## config.mk

```make
export PLATFORM = sky130hd
export DESIGN_NAME = cursor_ctrl
export DESIGN_NICKNAME = d
export VERILOG_FILES = /design/src/rtl/gol_pkg.sv /design/src/rtl/btn_edge.sv /design/src/rtl/cursor_ctrl.sv
export SDC_FILE = /design/constraint.sdc
export NUM_CORES = 1
export LEC_CHECK = 0
export ABC_CLOCK_PERIOD_IN_PS = 2000
export CAP_MARGIN = 15
export CORE_MARGIN = 2
export CORE_UTILIZATION = 47
export CTS_CLUSTER_SIZE = 14
export DETAILED_ROUTE_END_ITERATION = 10
export GPL_TIMING_DRIVEN = 0
export HOLD_SLACK_MARGIN = 0.15
export PLACE_DENSITY = 0.91
export SETUP_SLACK_MARGIN = 0.3
export SLEW_MARGIN = 5
export SYNTH_ARGS = -nofsm -noshare
export SYNTH_HDL_FRONTEND = slang
export SYNTH_SLANG_ARGS = --single-unit
```

## constraint.sdc

```tcl
create_clock -name Clock -period 2 [get_ports Clock]
set_input_delay 0.4 -clock Clock [delete_from_list [all_inputs] [get_ports Clock]]
set_output_delay 0.4 -clock Clock [all_outputs]
set_load 0.02 [all_outputs]
```

## src/rtl/gol_pkg.sv

```systemverilog
// gol_pkg: shared Game of Life grid constants and cursor move encoding
package gol_pkg;
   localparam int GOL_ROWS = 16;
   localparam int GOL_COLS = 16;
   typedef enum logic [2:0] {EV_NONE, EV_UP, EV_DOWN, EV_LEFT, EV_RIGHT} ev_t;
endpackage

```

## src/rtl/btn_edge.sv

```systemverilog
// btn_edge: 2-FF synchronizer plus rising-edge detector for one async button
module btn_edge (
   input  logic Clock,
   input  logic Reset,
   input  logic d,
   output logic pulse
);
   logic sync1, sync2, prev;
   // shift the button through the synchronizer and keep the previous synced value
   always_ff @(posedge Clock)
      if (Reset) {sync1, sync2, prev} <= '0;
      else {sync1, sync2, prev} <= {d, sync1, sync2};
   assign pulse = sync2 & ~prev;
endmodule

```

## src/rtl/cursor_ctrl.sv

```systemverilog
// cursor_ctrl: setup-mode cursor, one-hot selects, toggle pulse and blink strobe
module cursor_ctrl import gol_pkg::*; #(
   parameter int ROWS = GOL_ROWS,
   parameter int COLS = GOL_COLS,
   parameter int BLINK_CYCLES = 8
) (
   input  logic                    Clock,
   input  logic                    Reset,
   input  logic                    setup,
   input  logic                    btn_up,
   input  logic                    btn_down,
   input  logic                    btn_left,
   input  logic                    btn_right,
   input  logic                    btn_toggle,
   output logic [ROWS-1:0]         row_sel,
   output logic [COLS-1:0]         col_sel,
   output logic [$clog2(ROWS)-1:0] cur_row,
   output logic [$clog2(COLS)-1:0] cur_col,
   output logic                    toggle,
   output logic                    blink
);
   localparam int RW = $clog2(ROWS);
   localparam int CW = $clog2(COLS);
   localparam int BW = $clog2(BLINK_CYCLES + 1);
   localparam logic [RW-1:0] ROW_MAX = RW'(ROWS - 1);
   localparam logic [CW-1:0] COL_MAX = CW'(COLS - 1);
   localparam logic [BW-1:0] CNT_MAX = BW'(BLINK_CYCLES - 1);
   logic [4:0] btn, ev;
   logic [BW-1:0] cnt;
   ev_t row_ev, col_ev;
   assign btn = {btn_toggle, btn_right, btn_left, btn_down, btn_up};
   for (genvar i = 0; i < 5; i++) begin : g_btn
      btn_edge u_edge (.Clock(Clock), .Reset(Reset), .d(btn[i]), .pulse(ev[i]));
   end
   // opposing presses on the same axis cancel out
   always_comb begin
      row_ev = (ev[0] & ~ev[1]) ? EV_UP : (ev[1] & ~ev[0]) ? EV_DOWN : EV_NONE;
      col_ev = (ev[2] & ~ev[3]) ? EV_LEFT : (ev[3] & ~ev[2]) ? EV_RIGHT : EV_NONE;
   end
   // cursor moves and toggle pulse; a toggle discards moves in the same cycle
   always_ff @(posedge Clock)
      if (Reset) begin
         cur_row <= '0;
         cur_col <= '0;
         toggle  <= 1'b0;
      end else begin
         toggle <= setup & ev[4];
         if (setup & ~ev[4]) begin
            if (row_ev == EV_UP) cur_row <= (cur_row == '0) ? ROW_MAX : cur_row - 1'b1;
            else if (row_ev == EV_DOWN) cur_row <= (cur_row == ROW_MAX) ? '0 : cur_row + 1'b1;
            if (col_ev == EV_LEFT) cur_col <= (cur_col == '0) ? COL_MAX : cur_col - 1'b1;
            else if (col_ev == EV_RIGHT) cur_col <= (cur_col == COL_MAX) ? '0 : cur_col + 1'b1;
         end
      end
   // blink half-period counter, held cleared outside setup so it restarts cleanly
   always_ff @(posedge Clock)
      if (Reset || !setup) begin
         cnt   <= '0;
         blink <= 1'b0;
      end else if (cnt == CNT_MAX) begin
         cnt   <= '0;
         blink <= ~blink;
      end else cnt <= cnt + 1'b1;
   assign row_sel = {{(ROWS-1){1'b0}}, 1'b1} << cur_row;
   assign col_sel = {{(COLS-1){1'b0}}, 1'b1} << cur_col;
endmodule

```

==> results of run 1 <==
==> what timing repair did <==
item,CTS,global route
endpoints found under the setup margin,41,39
cloned,0,1
setup buffers,23,15
hold endpoints to repair,0,0
resized for setup,225,75
pin swaps,5,21
==> worst paths after layout <==
kind         slack, ps  cells after the start                               end                             start
max reg2reg        180                      9           cur_col[3]$_SDFFE_PP0P_           cur_col[1]$_SDFFE_PP0P_
min                380                      2  g_btn[3].u_edge.sync1$_SDFF_PP0_                             Reset
min reg2reg        450                      1  g_btn[2].u_edge.sync2$_SDFF_PP0_  g_btn[2].u_edge.sync1$_SDFF_PP0_
max                140                      5                       col_sel[15]           cur_col[0]$_SDFFE_PP0P_
==> report_power, final <==
| part | internal [W] | leakage, nW | total (W) | switching, W |
|---|---|---|---|---|
| Clock | 0.000254 | 0.0410 | 0.000466 | 0.000212 |
| Combinational | 0.000206 | 1.04 | 0.000410 | 0.000204 |
| Sequential | 0.000597 | 0.242 | 0.000619 | 0.0000219 |
==> state kept, by name (all words and copies together) (netlist names) <==
signal	count
toggle	1
g_btn.u_edge.prev	5
blink	1
g_btn.u_edge.sync1	5
cur_row	4
g_btn.u_edge.sync2	5
cur_col	4
cnt	4
==> layout make-up <==
class / count / area [µm²]
clock buffer: 5 / 37.54
timing repair buffer: 87 / 858.3
inverter: 12 / 62.56
buffer: 9 / 86.33
tap: 46 / 57.56
sequential: 29 / 601.8
clock inverter: 2 / 35.03
multi-input combinational: 132 / 1285
fill: 131 / 339.1
==> logic make-up (layout without fill, tap and decap cells) <==
| logic type | after synthesis | after routing | synth area share [%] |
|---|---|---|---|
| and+or+nand+nor | 80 | 80 | 29.79 |
| muxes | 2 | 2 | 1.207 |
| xor gates and xnor gates | 4 | 4 | 2.112 |
| adders and majority gates | 17 | 17 | 12.82 |
| buffers and inverters | 21 | 115 | 6.259 |
| AOI/OAI and AO/OA | 29 | 29 | 12.82 |
| DFF | 29 | 29 | 34.99 |
==> stage by stage <==
step / power (W) / std cells / TNS [ps]
floorplan: 0.0007781 / 182 / 0
global placement: 0.0008583 / 276 / -471.1
detailed placement: 0.0008650 / 276 / -1023
CTS: 0.001372 / 306 / 0
global route: 0.001535 / 322 / 0
finish: 0.001495 / 322 / 0
==> worst max-delay path, cell delays in order, from the launching register on <==
cell and delay (ps):
dfxtp_4 390, buf_12 130, ha_4 170, ha_4 160, and2_4 150, buf_6 120
==> layout by cell type (no fill, tap or decap), types with 3 or more instances in the layout <==
| cell type | count |
|---|---|
| xnor2_1 | 3 |
| ha_1 | 5 |
| inv_2 | 5 |
| buf_4 | 33 |
| and3_4 | 18 |
| ha_4 | 12 |
| buf_6 | 38 |
| nor2_1 | 9 |
| dfxtp_4 | 5 |
| clkbuf_4 | 6 |
| dlygate4sd2_1 | 7 |
| nor2b_4 | 3 |
| nor2b_1 | 17 |
| a211oi_1 | 3 |
| nand2_1 | 5 |
| and2_4 | 9 |
| dfxtp_1 | 22 |
| clkdlybuf4s50_1 | 6 |
| inv_1 | 3 |
| a21oi_1 | 9 |
| nor3_4 | 3 |
| dlymetal6s2s_1 | 3 |
| a311oi_1 | 4 |
==> metal layers <==
layer,track usage (%),part of all wire [%],vias up
met1,30.51,40,899
met4,6.793,6.0,0
met3,7.143,7.9,46
met2,44.08,46,139
met5,0,0,-
li1,-,-,821
==> impl_metrics.ini, run 1 <==
[outcome]
status = complete, no violations

[critical_path]
crit_fanout = 4
worstPathRequired_ps = 1600
critPathLaunchType = flip-flop
criticalPathCategory = reg2out
crit_path_end_kind = output pin
arrival_ps = 1460

[yosys]
yosysTopAreaCell = dfxtp_1
synth_edf_count = 0
syn_inst = 182
synthTopCellsByCount = 29 x dfxtp_1, 21 x nor2b_1, 17 x ha_1, 13 x and3_1, 11 x nor2_1
synth_fp_nets = 207
synth_area_leaders = dfxtp_1 35%, ha_1 13%, nor2b_1 7.9%, and3_1 4.9%, and2_1 3.0%
yosysMostFrequentCell = dfxtp_1
synthArstFlopShare_pct = 0
synth_area_per_cell_um2 = 9.116
ys_warn_count = 0
synth_cell_type_count = 38
synth.top_cell.area_share_pct = 34.99
ys_seq_elements = 29
netlist_area_um2 = 1659
ys.flop_type = dfxtp_1
yosysSeqAreaShare_pct = 34.99

[global_routing]
grt_max_degree = 11
grt_pass1_wl_mm = 7.955
overflow = 0
grt_pass1_vias = 1610
antenna_found_initial = 0
grt_use_total_pct = 25.36

[cts]
path_clk_slew_ps = 100
cts_root_buffer = clkbuf_4
cts_tree = built
clock_latency_ps = 330
htree_levels = 2
cts_hold_buf = 0
numCtsBuffers = 5
cts_sinks = 29
clk_path_buf_depth = 2

[power_and_ir_drop]
ir_drop_v = 0.0005485
power_density_nw_per_um2 = 494.2
p_leak_nw = 1.321

[sta]
maxSlewViolCount = 0
period_share_pct = 92.90
clock-skew-final_ps = 9.286
setup_violations = 0
period_needed_ps = 1858
rsz0062_at_grt = yes
slew_headroom_pct = 69.11
final_hold_viol_count = 0
hold_slack_ps = 376.5
clock.fmax_mhz = 538.2
worstMarginPinSlew_ps = 460.2
timing.final.ws_setup_ps = 142.0

[layout]
design_area_um2 = 3024
postLayoutCoreUtil_pct = 89.92
area_growth_pct = 82.28
layout.nets = 301
drive_gt1_share_pct = 55.43
antennaDiodeCount = 0

[route]
ant_nets = 0
viasPerCell = 5.916
first_pass_iters = 6
vias = 1905
wl_mm = 6.849
drc = 0
wire_per_inst_um = 21.27
drt_iter0_markers = 160

[placement]
placed_area_um2 = 2207
port_buffers = 48
gp_congestion = 0.9107
dp_hpwl_mm = 2.628
dp_slack_ps = -119.4

[flow_run]
cap_violations = 0

[floorplan]
ios = 50
die_h_um = 63.42
die_x_um = 63.42
start_util_pct = 49.33
die-area_um2 = 4021
rows = 21
design.core.area_um2 = 3363

[min_path]
hold_path_class = in2reg
Power figures use the tool's default switching activity.
==> run 2, diff against run 1 <==
- PLACE_DENSITY: 0.91 -> 0.76
- SYNTH_HIERARCHICAL: default -> 1
==> run 2 against run 1 <==
  * Fmax increased by 6.0%
  * Setup slack improved by 110 ps
  * Sequential power about the same
  * Sequential share of layout area increased by 1.2 points
  * Clock power decreased by 22%
  * Power decreased by 12%
  * Area after synthesis unchanged
  * Utilization decreased by 4.3 points
==> impl_metrics.ini, run 2 <==
[cts]
cts_tree = built
cts_root_buffer = clkbuf_4
clk_path_buf_depth = 2
clock_latency_ps = 320
cts_sinks = 29
numCtsBuffers = 5
path_clk_slew_ps = 110
htree_levels = 2

[layout]
mostFrequentLayoutCells = 39 x buf_6, 24 x buf_4, 21 x dfxtp_1
final_common_cell = buf_6
area_growth_pct = 73.53
drive_gt1_share_pct = 54.31
antennaDiodeCount = 0
layout.nets = 291

[critical_path]
ff2ff_path_depth = 6
arrival_ps = 1350
worstPathRequired_ps = 1600
crit_fanout = 6
critPathLaunchType = flip-flop
criticalPathCategory = reg2out
crit_path_end_kind = output pin

[route]
vias = 1669
drt_iter0_markers = 77
first_pass_iters = 4
wire_per_inst_um = 16.30
viasPerCell = 5.332
drc = 0
ant_nets = 0
wl_mm = 5.103

[yosys]
ys.flop_type = dfxtp_1
synthTopCellsByCount = 29 x dfxtp_1, 23 x and2_1, 22 x nor2b_1, 17 x ha_1, 10 x nor2_1
synthArstFlopShare_pct = 0
ys_warn_count = 6
synth_fp_nets = 207
synth.top_cell.area_share_pct = 34.99
synth_edf_count = 0
syn_inst = 182
ys_seq_elements = 29
synth_area_leaders = dfxtp_1 35%, ha_1 13%, and2_1 8.7%, nor2b_1 8.3%, nor2b_2 3.7%
synth_cell_type_count = 29
yosysSeqAreaShare_pct = 34.99
yosysTopAreaCell = dfxtp_1
synth_area_per_cell_um2 = 9.116
netlist_area_um2 = 1659
yosysMostFrequentCell = dfxtp_1

[global_routing]
grt_use_total_pct = 21.01
antenna_found_initial = 0
overflow = 0
grt_pass1_vias = 1475
grt_pass1_wl_mm = 6.803
grt_max_degree = 17

[placement]
dp_hpwl_mm = 2.707
port_buffers = 49
gp_congestion = 0.7915

[sta]
finalSetupTns_ps = 0
hold_slack_ps = 451.9
slew_headroom_pct = 64.63
rsz0062_at_grt = yes
final_hold_viol_count = 0
worstMarginPinSlew_ps = 528.9
period_share_pct = 87.63
period_needed_ps = 1753
clock-skew-final_ps = 15.29
maxSlewViolCount = 0
setup_violations = 0
clock.fmax_mhz = 570.6

[min_path]
whs_path_depth = 1
hold_path_class = reg2reg

[outcome]
status = complete, no violations

[floorplan]
die-area_um2 = 4021
die_h_um = 63.42
rows = 21
ios = 50
die_x_um = 63.42
design.core.area_um2 = 3363
start_util_pct = 49.33

[flow_run]
cap_violations = 0

[power_and_ir_drop]
p_total_w = 0.001315
ir_drop_v = 0.0006253
power_density_nw_per_um2 = 456.7
p_leak_nw = 1.240
## run 2: timing repair
item / CTS / global route
endpoints found under the hold margin: 0 / 0
gates cloned: 0 / 1
pin swaps: 1 / 17
hold buffers: 0 / 0
endpoints found under the setup margin: 43 / 40
setup buffers: 12 / 15
gates resized for setup: 195 / 106
## run 2: final cells by class
class                      count  area, µm²
clock buffer                   5      37.54
tap                           46      57.56
clock inverter                 3      22.52
buffer                         5      56.30
inverter                      10      60.06
fill                         181      484.2
timing repair buffer          77      744.5
multi-input combinational    138       1292
sequential                    29      608.1
## run 2: final timing paths
kind / to / slack (ps) / start
max: row_sel[15] / 250 / cur_row[0]$_SDFFE_PP0P_
min reg2reg: g_btn[3].u_edge/sync2$_SDFF_PP0_ / 450 / g_btn[3].u_edge/sync1$_SDFF_PP0_
max reg2reg: cur_col[3]$_SDFFE_PP0P_ / 300 / g_btn[3].u_edge/sync2$_SDFF_PP0_
min: g_btn[3].u_edge/sync2$_SDFF_PP0_ / 450 / g_btn[3].u_edge/sync1$_SDFF_PP0_
## run 2: worst max-delay path, stage by stage, from the launching register on
cell and delay [ps]:
dfxtp_4 410, ha_4 190, ha_4 160, and2_4 150, buf_6 120
## run 2: power breakdown
part           switching [W]  total [W]  internal, W
combinational       0.000160   0.000331     0.000171
sequential         0.0000255   0.000621     0.000595
clock               0.000227   0.000362     0.000136
total               0.000412    0.00131     0.000902
## run 2: routing by layer
metal,vias to the layer above,part of all wire (%),track usage (%)
met3,14,4.1,5.000
met4,0,2.5,8.424
li1,791,-,-
met2,62,50,36.45
met5,-,0,0
met1,802,43,24.75
## run 2: per-stage QoR
stage | setup WS [ps] | std cells | area (µm²) | utilization (%)
after global placement | -81.52 | 277 | 2220 | 66.00
after CTS | 157.6 | 297 | 2396 | 71.24
after global routing | 182.7 | 313 | 2879 | 85.60
after floorplan | 367.8 | 182 | 1672 | -
after detailed placement | -141.1 | 277 | 2220 | 66.00
final | 247.3 | 313 | 2879 | 85.60
## run 2: cells by family after synthesis
| family | count (synthesis) | synth area share, % |
|---|---|---|
| xor gates and xnor gates | 4 | 2.112 |
| buffers and inverters | 15 | 4.902 |
| AOI/OAI and AO/OA | 31 | 13.27 |
| adders and majority gates | 17 | 12.82 |
| DFF | 29 | 34.99 |
| and+or+nand+nor | 86 | 31.90 |
==> run 3, diff against run 2 <==
- CORE_UTILIZATION: 47 -> 30
- CTS_BUF_LIST: default -> sky130_fd_sc_hd__clkbuf_8
- PLACE_DENSITY: 0.76 -> 0.51
==> run 3 against run 2 <==
  * Cell count increased by 3.8%
  * Non-clock buffer count shrank 14
  * Clock-buffer cell count increased by 1
  * Critical path type unchanged
  * Critical endpoint is now col_sel[14]
  * Largest cell class unchanged
  * Largest power group is now the clock network
==> impl_metrics.ini, run 3 (synthesis results as in run 2) <==
[sta]
slew_headroom_pct = 62.41
period_needed_ps = 1688
maxSlewViolCount = 0
hold_slack_ps = 433.9
worstMarginPinSlew_ps = 562.9
clock-skew-final_ps = 4.886
period_share_pct = 84.39
final_hold_viol_count = 0
clock.fmax_mhz = 592.5
setup_violations = 0
rsz0062_at_grt = yes

[floorplan]
ios = 50
die_h_um = 78.37
design.core.area_um2 = 5439
start_util_pct = 30.50
die-area_um2 = 6141
die_x_um = 78.37
rows = 27

[critical_path]
crit_fanout = 7
arrival_ps = 1290
worstPathRequired_ps = 1600
critPathLaunchType = flip-flop
crit_path_end_kind = output pin
criticalPathCategory = reg2out

[global_routing]
antenna_found_initial = 0
overflow = 0
grt_use_total_pct = 12.88
grt_pass1_vias = 1358
grt_pass1_wl_mm = 6.382
grt_max_degree = 17

[power_and_ir_drop]
power_density_nw_per_um2 = 582.4
ir_drop_v = 0.0005017
p_leak_nw = 1.135

[layout]
fillers = 500
drive_gt1_share_pct = 41.90
postLayoutCoreUtil_pct = 47.44
layout.nets = 277
stdcell_count = 325
mostFrequentLayoutCells = 21 x and2_1, 21 x dfxtp_1, 20 x buf_2
antennaDiodeCount = 0
area_growth_pct = 55.51

[route]
drt_iter0_markers = 82
viasPerCell = 4.526
wire_per_inst_um = 11.33
wl_mm = 3.683
vias = 1471
ant_nets = 0
first_pass_iters = 4
drc = 0

[placement]
dp_hpwl_mm = 2.537
place_inst = 303
port_buffers = 49
gp_congestion = 0.7341

[cts]
clock_latency_ps = 280
htree_levels = 2
cts_root_buffer = clkbuf_8
cts_tree = built
cts_sinks = 29
clk_path_buf_depth = 2
numCtsBuffers = 5
path_clk_slew_ps = 70

[min_path]
hold_path_class = reg2reg

[flow_run]
cap_violations = 0

[outcome]
status = complete, no violations
run 3: changes by cell type in the layout (fill, tap and decap cells not counted), moves of 4 or more:
cell | before | now
and2_1 | 3 | 21
clkbuf_8 | 0 | 6
ha_2 | 0 | 4
and3_4 | 5 | 0
and3_1 | 2 | 7
and2_4 | 20 | 2
clkbuf_4 | 5 | 1
buf_2 | 1 | 20
buf_6 | 39 | 13
buf_4 | 24 | 17
dlygate4sd2_1 | 9 | 5
run 3: where the power goes:
part,switching [W],leakage [nW],internal (W)
combinational,0.000128,0.835,0.000124
sequential,0.0000214,0.242,0.000597
clock,0.000227,0.0574,0.000405
run 3: timing repair:
action	CTS	global route
resized for setup	180	31
hold buffers	0	0
cloned	0	1
pin swaps	3	5
setup buffers	10	3
endpoints found under the setup margin	40	34
run 3: worst max-delay path, stage by stage (launching register included):
cell	delay [ps]
dfxtp_4	400
inv_2	80
ha_2	210
and3_1	180
buf_2	150
run 3: path summary, 6_finish.rpt:
kind                                         start                                to  slack (ps)  cells after the start
hold reg to reg   g_btn[4].u_edge/sync1$_SDFF_PP0_  g_btn[4].u_edge/sync2$_SDFF_PP0_         430                      1
setup reg to reg  g_btn[1].u_edge/sync2$_SDFF_PP0_           cur_row[0]$_SDFFE_PP0P_         440                      6
setup / recovery           cur_col[0]$_SDFFE_PP0P_                       col_sel[14]         310                      4
hold / removal    g_btn[4].u_edge/sync1$_SDFF_PP0_  g_btn[4].u_edge/sync2$_SDFF_PP0_         430                      1
run 3: layout make-up:
type,count,area (µm²),share of cell area [%]
Buffer,5,48.80,1.891
Tap cell,72,90.09,3.492
Clock buffer,6,82.58,3.201
Multi-Input combinational cell,138,1174,45.49
Clock inverter,2,37.54,1.455
Sequential cell,29,603.1,23.38
Timing Repair Buffer,63,501.7,19.45
Inverter,10,42.54,1.649
run 3: layer usage:
metal  up-vias  track usage [%]  part of all wire [%]
met4         0            4.737                  0.98
met3         5            3.678                   5.3
met5         -                0                     0
met2        40            19.14                    45
met1       667            17.69                    49
li1        759                -                     -
run 3: through the flow:
step	total power, W	setup slack [ps]	cell area, µm²	TNS, ps
floorplan	0.0007647	367.8	1672	0
global placement	0.0008586	-143.3	2252	-1188
detailed placement	0.0008570	-129.5	2252	-978.5
CTS	0.001503	297.7	2420	0
global route	0.001584	251.0	2580	0
finish	0.001502	312.2	2580	0
